**config.mk**
```make
export PLATFORM = sky130hd
export DESIGN_NAME = spu_dm_arbiter_flat
export DESIGN_NICKNAME = d
export VERILOG_FILES = /design/src/rtl/spu_pkg.sv /design/src/rtl/spu_dm_arbiter_if.sv /design/src/rtl/spu_dm_arb_starve_cnt.sv /design/src/rtl/spu_dm_arbiter.sv /design/src/flat_wrapper.sv
export SDC_FILE = /design/constraint.sdc
export NUM_CORES = 1
export LEC_CHECK = 0
export CAP_MARGIN = 20
export CORE_UTILIZATION = 36
export CTS_CLUSTER_DIAMETER = 60
export DETAILED_ROUTE_END_ITERATION = 7
export PLACE_DENSITY = 0.85
export SLEW_MARGIN = 25
export SYNTH_ARGS = -nofsm -noshare
export SYNTH_HDL_FRONTEND = slang
export SYNTH_SLANG_ARGS = --single-unit
```
**constraint.sdc**
```tcl
create_clock -name clk -period 6 [get_ports clk]
set_clock_uncertainty 0.1 [all_clocks]
set_input_delay 1.2 -clock clk [delete_from_list [all_inputs] [get_ports clk]]
set_output_delay 1.2 -clock clk [all_outputs]
set_load 0.01 [all_outputs]
```
**src/rtl/spu_pkg.sv**
```systemverilog
// Shared definitions for the SPU data-memory arbiter slice:
// data-memory geometry and the host-port FSM state encoding.
package spu_pkg;

   localparam int unsigned DM_AW = 8;
   localparam int unsigned DM_DW = 8;

   typedef enum logic {
      H_IDLE = 1'b0,
      H_ACK  = 1'b1
   } host_state_t;

endpackage

```
**src/rtl/spu_dm_arbiter_if.sv**
```systemverilog
// Host/debug port of the SPU data-memory arbiter: four-phase req/ack
// handshake plus address, write data and registered read data.
// master = host side, slave = arbiter side.
interface spu_dm_arbiter_if;
   import spu_pkg::*;

   logic             host_req;
   logic             host_wr;
   logic [DM_AW-1:0] host_addr;
   logic [DM_DW-1:0] host_w_data;
   logic             host_ack;
   logic [DM_DW-1:0] host_r_data;

   modport master (
      output host_req,
      output host_wr,
      output host_addr,
      output host_w_data,
      input  host_ack,
      input  host_r_data
   );

   modport slave (
      input  host_req,
      input  host_wr,
      input  host_addr,
      input  host_w_data,
      output host_ack,
      output host_r_data
   );

endinterface

```
**src/rtl/spu_dm_arb_starve_cnt.sv**
```systemverilog
// Saturating starvation counter: counts denied host cycles up to 'limit'
// and flags when the limit is reached. Clear has priority over increment.
module spu_dm_arb_starve_cnt (
   input  logic       clk,
   input  logic       rst,
   input  logic       inc,
   input  logic       clr,
   input  logic [7:0] limit,
   output logic       at_limit
);

   logic [7:0] cnt_q;

   // Count register: reset/clear to zero, otherwise step until saturated.
   always_ff @(posedge clk) begin
      if (rst || clr) begin
         cnt_q <= '0;
      end else if (inc && (cnt_q != limit)) begin
         cnt_q <= cnt_q + 8'd1;
      end
   end

   // Flag is decoded from the count register only, so it carries no input path.
   assign at_limit = (cnt_q == limit);

endmodule

```
**src/rtl/spu_dm_arbiter.sv**
```systemverilog
// SPU data-memory arbiter. The SPU controller has fixed priority and zero
// latency onto the single-port 256x8 memory; the host/debug port gets the
// memory in free cycles through a four-phase req/ack handshake.
// Optional macro SPU_DM_ARB_STALL_EN: once the host has been denied
// STARVE_LIMIT consecutive cycles, one SPU cycle is stalled and the host
// is forced onto the memory. Without it cpu_stall is tied low and
// host_starved is status only.
module spu_dm_arbiter
   import spu_pkg::*;
#(
   parameter int unsigned STARVE_LIMIT = 8
) (
   input  logic             clk,
   input  logic             rst,
   // SPU controller side
   input  logic [DM_AW-1:0] cpu_addr,
   input  logic             cpu_rd,
   input  logic             cpu_wr,
   input  logic [DM_DW-1:0] cpu_w_data,
   output logic [DM_DW-1:0] cpu_r_data,
   output logic             cpu_stall,
   // host/debug side
   spu_dm_arbiter_if.slave  host,
   output logic             host_starved,
   // data memory side
   output logic [DM_AW-1:0] mem_addr,
   output logic             mem_rd,
   output logic             mem_wr,
   output logic [DM_DW-1:0] mem_w_data,
   input  logic [DM_DW-1:0] mem_r_data
);

   host_state_t state_q;
   host_state_t state_d;

   logic cpu_busy;
   logic force_slot;
   logic host_grant;
   logic cnt_inc;
   logic cnt_clr;

   assign cpu_busy = cpu_rd | cpu_wr;

`ifdef SPU_DM_ARB_STALL_EN
   // Forced host slot: starved host still requesting in an idle FSM cycle.
   assign force_slot = ~rst & (state_q == H_IDLE) & host.host_req & host_starved;
`else
   assign force_slot = 1'b0;
`endif

   assign cpu_stall = force_slot;

   // Host owns the memory this cycle; never during reset so nothing replays.
   assign host_grant = ~rst & (state_q == H_IDLE) & host.host_req &
                       (~cpu_busy | force_slot);

   // Denials only count while actually waiting in H_IDLE; a dropped request
   // or a grant restarts the count.
   assign cnt_inc = ~rst & (state_q == H_IDLE) & host.host_req & ~host_grant;
   assign cnt_clr = host_grant | ~host.host_req;

   spu_dm_arb_starve_cnt u_starve (
      .clk      (clk),
      .rst      (rst),
      .inc      (cnt_inc),
      .clr      (cnt_clr),
      .limit    (8'(STARVE_LIMIT)),
      .at_limit (host_starved)
   );

   // Host FSM state register.
   always_ff @(posedge clk) begin
      if (rst) begin
         state_q <= H_IDLE;
      end else begin
         state_q <= state_d;
      end
   end

   // Host FSM next state: grant -> ACK, stay in ACK until req is seen low.
   always_comb begin
      state_d = state_q;
      unique case (state_q)
         H_IDLE: if (host_grant)     state_d = H_ACK;
         H_ACK:  if (!host.host_req) state_d = H_IDLE;
         default:                    state_d = H_IDLE;
      endcase
   end

   // Host FSM outputs: ack is a pure decode of the state register.
   always_comb begin
      host.host_ack = 1'b0;
      if (state_q == H_ACK) begin
         host.host_ack = 1'b1;
      end
   end

   // Capture memory read data for a granted host read; held through ACK.
   always_ff @(posedge clk) begin
      if (rst) begin
         host.host_r_data <= '0;
      end else if (host_grant && !host.host_wr) begin
         host.host_r_data <= mem_r_data;
      end
   end

   // Memory mux: host on a grant, else SPU when busy, else idle zeros.
   // A simultaneous SPU read+write performs only the write.
   always_comb begin
      mem_addr   = '0;
      mem_rd     = 1'b0;
      mem_wr     = 1'b0;
      mem_w_data = '0;
      if (!rst) begin
         if (host_grant) begin
            mem_addr   = host.host_addr;
            mem_wr     = host.host_wr;
            mem_rd     = ~host.host_wr;
            mem_w_data = host.host_w_data;
         end else if (cpu_busy) begin
            mem_addr   = cpu_addr;
            mem_wr     = cpu_wr;
            mem_rd     = cpu_rd & ~cpu_wr;
            mem_w_data = cpu_w_data;
         end
      end
   end

   assign cpu_r_data = mem_r_data;

endmodule

```
**src/flat_wrapper.sv**
```systemverilog
// flat-port wrapper written by rule: the top's interface ports become plain ports
module spu_dm_arbiter_flat import spu_pkg::*;
#(
   parameter int unsigned STARVE_LIMIT = 8
)
  (clk, rst, cpu_addr, cpu_rd, cpu_wr, cpu_w_data, cpu_r_data, cpu_stall, host_starved, mem_addr, mem_rd, mem_wr, mem_w_data, mem_r_data, host_host_req, host_host_wr, host_host_addr, host_host_w_data, host_host_ack, host_host_r_data);
  spu_dm_arbiter_if host_i ();
  input  logic clk;
  input  logic rst;
  input  logic [DM_AW-1:0] cpu_addr;
  input  logic cpu_rd;
  input  logic cpu_wr;
  input  logic [DM_DW-1:0] cpu_w_data;
  output logic [DM_DW-1:0] cpu_r_data;
  output logic cpu_stall;
  output logic host_starved;
  output logic [DM_AW-1:0] mem_addr;
  output logic mem_rd;
  output logic mem_wr;
  output logic [DM_DW-1:0] mem_w_data;
  input  logic [DM_DW-1:0] mem_r_data;
  input wire logic [$bits(host_i.host_req)-1:0] host_host_req;
  input wire logic [$bits(host_i.host_wr)-1:0] host_host_wr;
  input wire logic [$bits(host_i.host_addr)-1:0] host_host_addr;
  input wire logic [$bits(host_i.host_w_data)-1:0] host_host_w_data;
  output wire logic [$bits(host_i.host_ack)-1:0] host_host_ack;
  output wire logic [$bits(host_i.host_r_data)-1:0] host_host_r_data;
  assign host_i.host_req = host_host_req;
  assign host_i.host_wr = host_host_wr;
  assign host_i.host_addr = host_host_addr;
  assign host_i.host_w_data = host_host_w_data;
  assign host_host_ack = host_i.host_ack;
  assign host_host_r_data = host_i.host_r_data;
  spu_dm_arbiter #(.STARVE_LIMIT(STARVE_LIMIT)) u_core (.clk(clk), .rst(rst), .cpu_addr(cpu_addr), .cpu_rd(cpu_rd), .cpu_wr(cpu_wr), .cpu_w_data(cpu_w_data), .cpu_r_data(cpu_r_data), .cpu_stall(cpu_stall), .host(host_i), .host_starved(host_starved), .mem_addr(mem_addr), .mem_rd(mem_rd), .mem_wr(mem_wr), .mem_w_data(mem_w_data), .mem_r_data(mem_r_data));
endmodule
```
=== Word-level counts from Yosys, hierarchy flattened ===
Index checks and enable logic that the tools add are counted.

* Input port bits: 46
* Flip-flop bits (word level): 17

* Multiplexer cells: 16
* Bitwise logic cells: 14
* Equal/unequal tests: 2
* $add $sub $neg: 1
* Reductions and logical operators: 4

{| class="wikitable"
|+ Operators by type and width
! operator !! number
|-
| two-way mux 8 bit || 6
|-
| two-way mux 1 bit || 9
|-
| adder 8 x 1 -> 8 bit (second input constant) || 1
|-
| == test 8 x 4 -> 1 bit (second input constant) || 1
|-
| != test 8 x 4 -> 1 bit (second input constant) || 1
|-
| NOT 1 bit || 7
|-
| AND 1 bit || 5
|-
| logical AND 1 bit || 2
|-
| OR 1 bit || 2
|-
| case mux 1 bit (2 select lines) || 1
|-
| zero test 1 bit || 1
|-
| logical OR 1 bit || 1
|}

=== Logic depth before layout (Yosys ltp) ===
* Depth after elaboration: 7
* Mapped depth: 7
* Gate-level depth less buffers: 6

=== Cells and area by module ===
Synthesis repeated with hierarchy kept, for this count alone.

* Cells, all modules: 137
* Area, all modules: 1184.9 µm²

{| class="wikitable"
|+ Modules (own cells, without submodules)
! module !! area each (µm²) !! times used !! sequential area each (µm²) !! cells each
|-
| spu_dm_arbiter || 673.1 || 1 || 180.2 || 79
|-
| spu_dm_arb_starve_cnt || 511.7 || 1 || 160.2 || 58
|}

=== Least setup slack after synthesis ===
OpenSTA, ideal clock, no wires.

* Kind: input to output
* From: input rst
* To: output mem_addr[4]
* Setup slack: 2.224 ns
* Stages on the path: 7
* Arrival time: 2.476 ns
* Path buffers: 3
* Path through: buf_6 -> or3b_1 -> buf_6 -> nor2_2 -> buf_2 -> a22oi_1 -> nor2_1

* Cells in the longest elaborated chain, start to end: 6

{| class="wikitable"
|+ Ends and longest elaborated chain
! what !! RTL line !! RTL
|-
| from (decl) || flat_wrapper.sv:9 || <nowiki>input logic rst;</nowiki>
|-
| NOT 1 bit || spu_dm_arbiter.sv:54 || <nowiki>assign host_grant = ~rst & (state_q == H_IDLE) & host.host_req &</nowiki>
|-
| AND 1 bit (3 in a row) || spu_dm_arbiter.sv:54 ||
|-
| two-way mux 8 bit || spu_dm_arbiter.sv:115 || <nowiki>if (host_grant) begin</nowiki>
|-
| two-way mux 8 bit * || spu_dm_arbiter.sv:114 || <nowiki>if (!rst) begin</nowiki>
|-
| to (decl) || flat_wrapper.sv:17 || <nowiki>output logic [DM_AW-1:0] mem_addr;</nowiki>
|}

Mark *: on every way between the ends. The rest lies on a longest branch, timed or not.

=== Final worst setup path ===
* From: input cpu_wr
* To: output mem_addr[4]

* Cells in the longest elaborated chain, start to end: 5
* Elaborated cells on any way between the ends: 6

{| class="wikitable"
|+ Ends and longest elaborated chain
! what !! RTL line !! RTL
|-
| from (decl) || flat_wrapper.sv:12 || <nowiki>input logic cpu_wr;</nowiki>
|-
| OR 1 bit * || spu_dm_arbiter.sv:42 || <nowiki>assign cpu_busy = cpu_rd | cpu_wr;</nowiki>
|-
| NOT 1 bit || spu_dm_arbiter.sv:55 || <nowiki>(~cpu_busy | force_slot);</nowiki>
|-
| AND 1 bit || spu_dm_arbiter.sv:54 ||
|-
| two-way mux 8 bit * || spu_dm_arbiter.sv:115 ||
|-
| two-way mux 8 bit * || spu_dm_arbiter.sv:114 ||
|}

Marks and branches as above.

==> metrics.txt <==
io pins=83; CTS buffer count=3; final setup fails=0; top_reg_cell synth=dfxtp_1; synth top area cells=dfxtp_1 32%, nor2_1 12%, a22oi_1 11%; Yosys warnings=0; final net count=between 200 and 300; clk buf depth=2; DRC viols=0; CTS HTree Levels=1; clock sinks=17; area grow syn2layout=71.0%; Synth async-reset ratio=0%; Mean Syn Cell Area=~8.1 um^2; worst vdd rail ir drop=approximately 0.0001 V; die width=56.6 um; TritonRoute pass-1 iters=5; Tcrit/Tclk final=a little over 80%; Lkg Pwr=0.706 nW; CP dominant cell by count=clkdlybuf4s50_1; Overall Power=0.000258 W; postcts setup bufs=0; global-route wire length before repair=approximately 5.2 mm; post-layout instance area=between 1500 and 2000 um^2; register area share after synthesis=31.7%; crit-path max cell delay=0.58 ns; CTS Hold Bufs=0; Critical Path Fanout Max=19; R2R depth=4; Via density=5.08; Final min period=between 4 and 5 ns; Crit-path slowest cell=nor2_2; worst setup margin=1.10 ns; Critical Path Source Type=input pin; final setup TNS=0 ns; Post-synth top cells=34 x nor2_1, 17 x dfxtp_1, 16 x a22oi_1; synthesized cell area=approximately 1100 um^2; placed inst area=around 1800 um^2; CTS tree=done; Tightest Pin Transition=0.671 ns; Net Count, Synth=about 180; Worst Path Required=~4.7 ns; Mapped Cells=~130; reg-to-reg slack, setup=slightly above 4 ns; critical path class=input pin to output pin; Synth Register Bits=17; Skew-Pair Late Insertion Delay=between 0.2 and 0.3 ns; initial antenna violation count=0; Post-synth EDFFs=0; Yosys top cell by area=dfxtp_1; Hold WC Path Type=flop to flop; Via Count=1183; top-count cell post-synth=nor2_1; unrepaired setup endpoints after global routing=false; clock-pin slew on the worst setup and hold paths=~0.090 ns; full die area=approximately 3200 um^2; final std cells w/o fill=around 230; I/O Buffers=a little over 80; Place WS=roughly 1.1 ns; Worst EP arrival=between 3 and 4 ns; routability cong.=about 0.8; DP HPWL=2.51 mm; Initial Utilization=roughly two fifths; Max-slew headroom=54.7%; Die Y=56.6 um; Max-cap violations=0; nature of the critical path endpoint=output pin; fraction of layout cells with a size suffix above 1=about 4.5%; Hold Vio Cnt, Final=0; cts repair resizes=0; Final ANT Viol Nets=0; Cell Pwr Density=~140 nW/um^2; final WL=3.21 mm; vias in the first global route=about 1200; Unique masters post-synth=32; core box area=approximately 2800 um^2; pin count of the biggest net entering global routing=28; initial detailed-routing violation count=72; outcome=finished clean; Final Max Tran Viols=0; # rows=19; Antenna Cells=0; Fmax=around 200 MHz; routed len/inst=13.8 um; Synth top area share=a little under a third; gr ovfl total=0; depth of the worst hold-timing path=2; placed cell count=229; GR Util All Layers=20.3%; crit-path cells=clkdlybuf4s50_1 -> or2_2 -> nor2_2 -> a22oi_1 -> nor2_1 -> clkdlybuf4s50_1; Root Buffer=clkbuf_4
==> cell usage in the layout (no fill, tap or decap) <==
cell type        count
a211o_1              1
a211oi_1             1
a211oi_4             1
a21oi_1              2
a22oi_1             16
a31o_2               1
and2_1               1
buf_4                1
clkbuf_4             3
clkdlybuf4s50_1     81
clkinv_2             1
conb_1               1
dfxtp_1             17
ha_1                 2
inv_1                4
mux2i_1              9
nand2_1              3
nand3_1              3
nand4_1              1
nor2_1              34
nor2_2               1
nor2b_1              1
nor3_1               2
nor3b_1              1
nor4_1               2
nor4b_1              2
o21a_1               1
o21ai_1              1
or2_2                1
or3_1                1
or3b_1               1
xnor2_1              5
==> sequential cells by signal, indices dropped and copies added (netlist names) <==
| signal | cells |
|---|---|
| u_core.u_starve.cnt_q | 8 |
| u_core.state_q | 1 |
| u_core.host.host_r_data | 8 |
==> worst max-delay path: cells and delay by family <==
family	cells	cell delay, ns
AND/OR/NAND/NOR	3	1.20
buffers and inverters	2	1.03
AO/OA/AOI/OAI	1	0.16
==> stage by stage <==
step	utilization [%]	hold WS [ns]
2_1_floorplan	-	0.385
3_3_place_gp	65.1	0.376
3_5_place_dp	65.1	0.390
4_1_cts	66.1	0.413
5_1_grt	66.1	0.459
6_report	66.1	0.404
==> report_power, final <==
part	leakage, nW	total, W	internal [W]	switching, W
Combinational	0.551	0.0000819	0.0000518	0.0000301
Sequential	0.137	0.000115	0.000114	0.000000790
Clock	0.0177	0.0000611	0.0000248	0.0000363
==> final cells by class <==
class	count	area, um^2
fill	236	943
tap	31	38.8
clock buffer	3	22.5
timing repair buffer	82	818
inverter	4	15.0
sequential	17	340
clock inverter	1	5.00
multi-input combinational	95	598
==> cell families after synthesis <==
family / synth area share, %
xor gates and xnor gates: 4.07
AOI/OAI and AO/OA: 17.5
buffers and inverters: 12.7
adders and majority gates: 2.33
other: 0.349
DFF: 31.7
muxes: 8.38
and+or+nand+nor: 23.1
==> final timing paths <==
kind                                                  from                         end
worst max-delay path                                cpu_wr                 mem_addr[4]
worst min-delay path            u_core.host.host_r_data[0]  u_core.host.host_r_data[0]
worst max register to register              u_core.state_q  u_core.host.host_r_data[1]
worst min register to register  u_core.host.host_r_data[0]  u_core.host.host_r_data[0]
==> metal layers <==
layer  GRT usage [%]  up-vias  wire [um]
met5               0        -          0
met4            6.97        0         53
met3            3.46       10        217
met2            36.0       60       1660
met1            24.4      526       1280
li1                -      587          -
No activity file was read; power rests on OpenSTA's default activity.
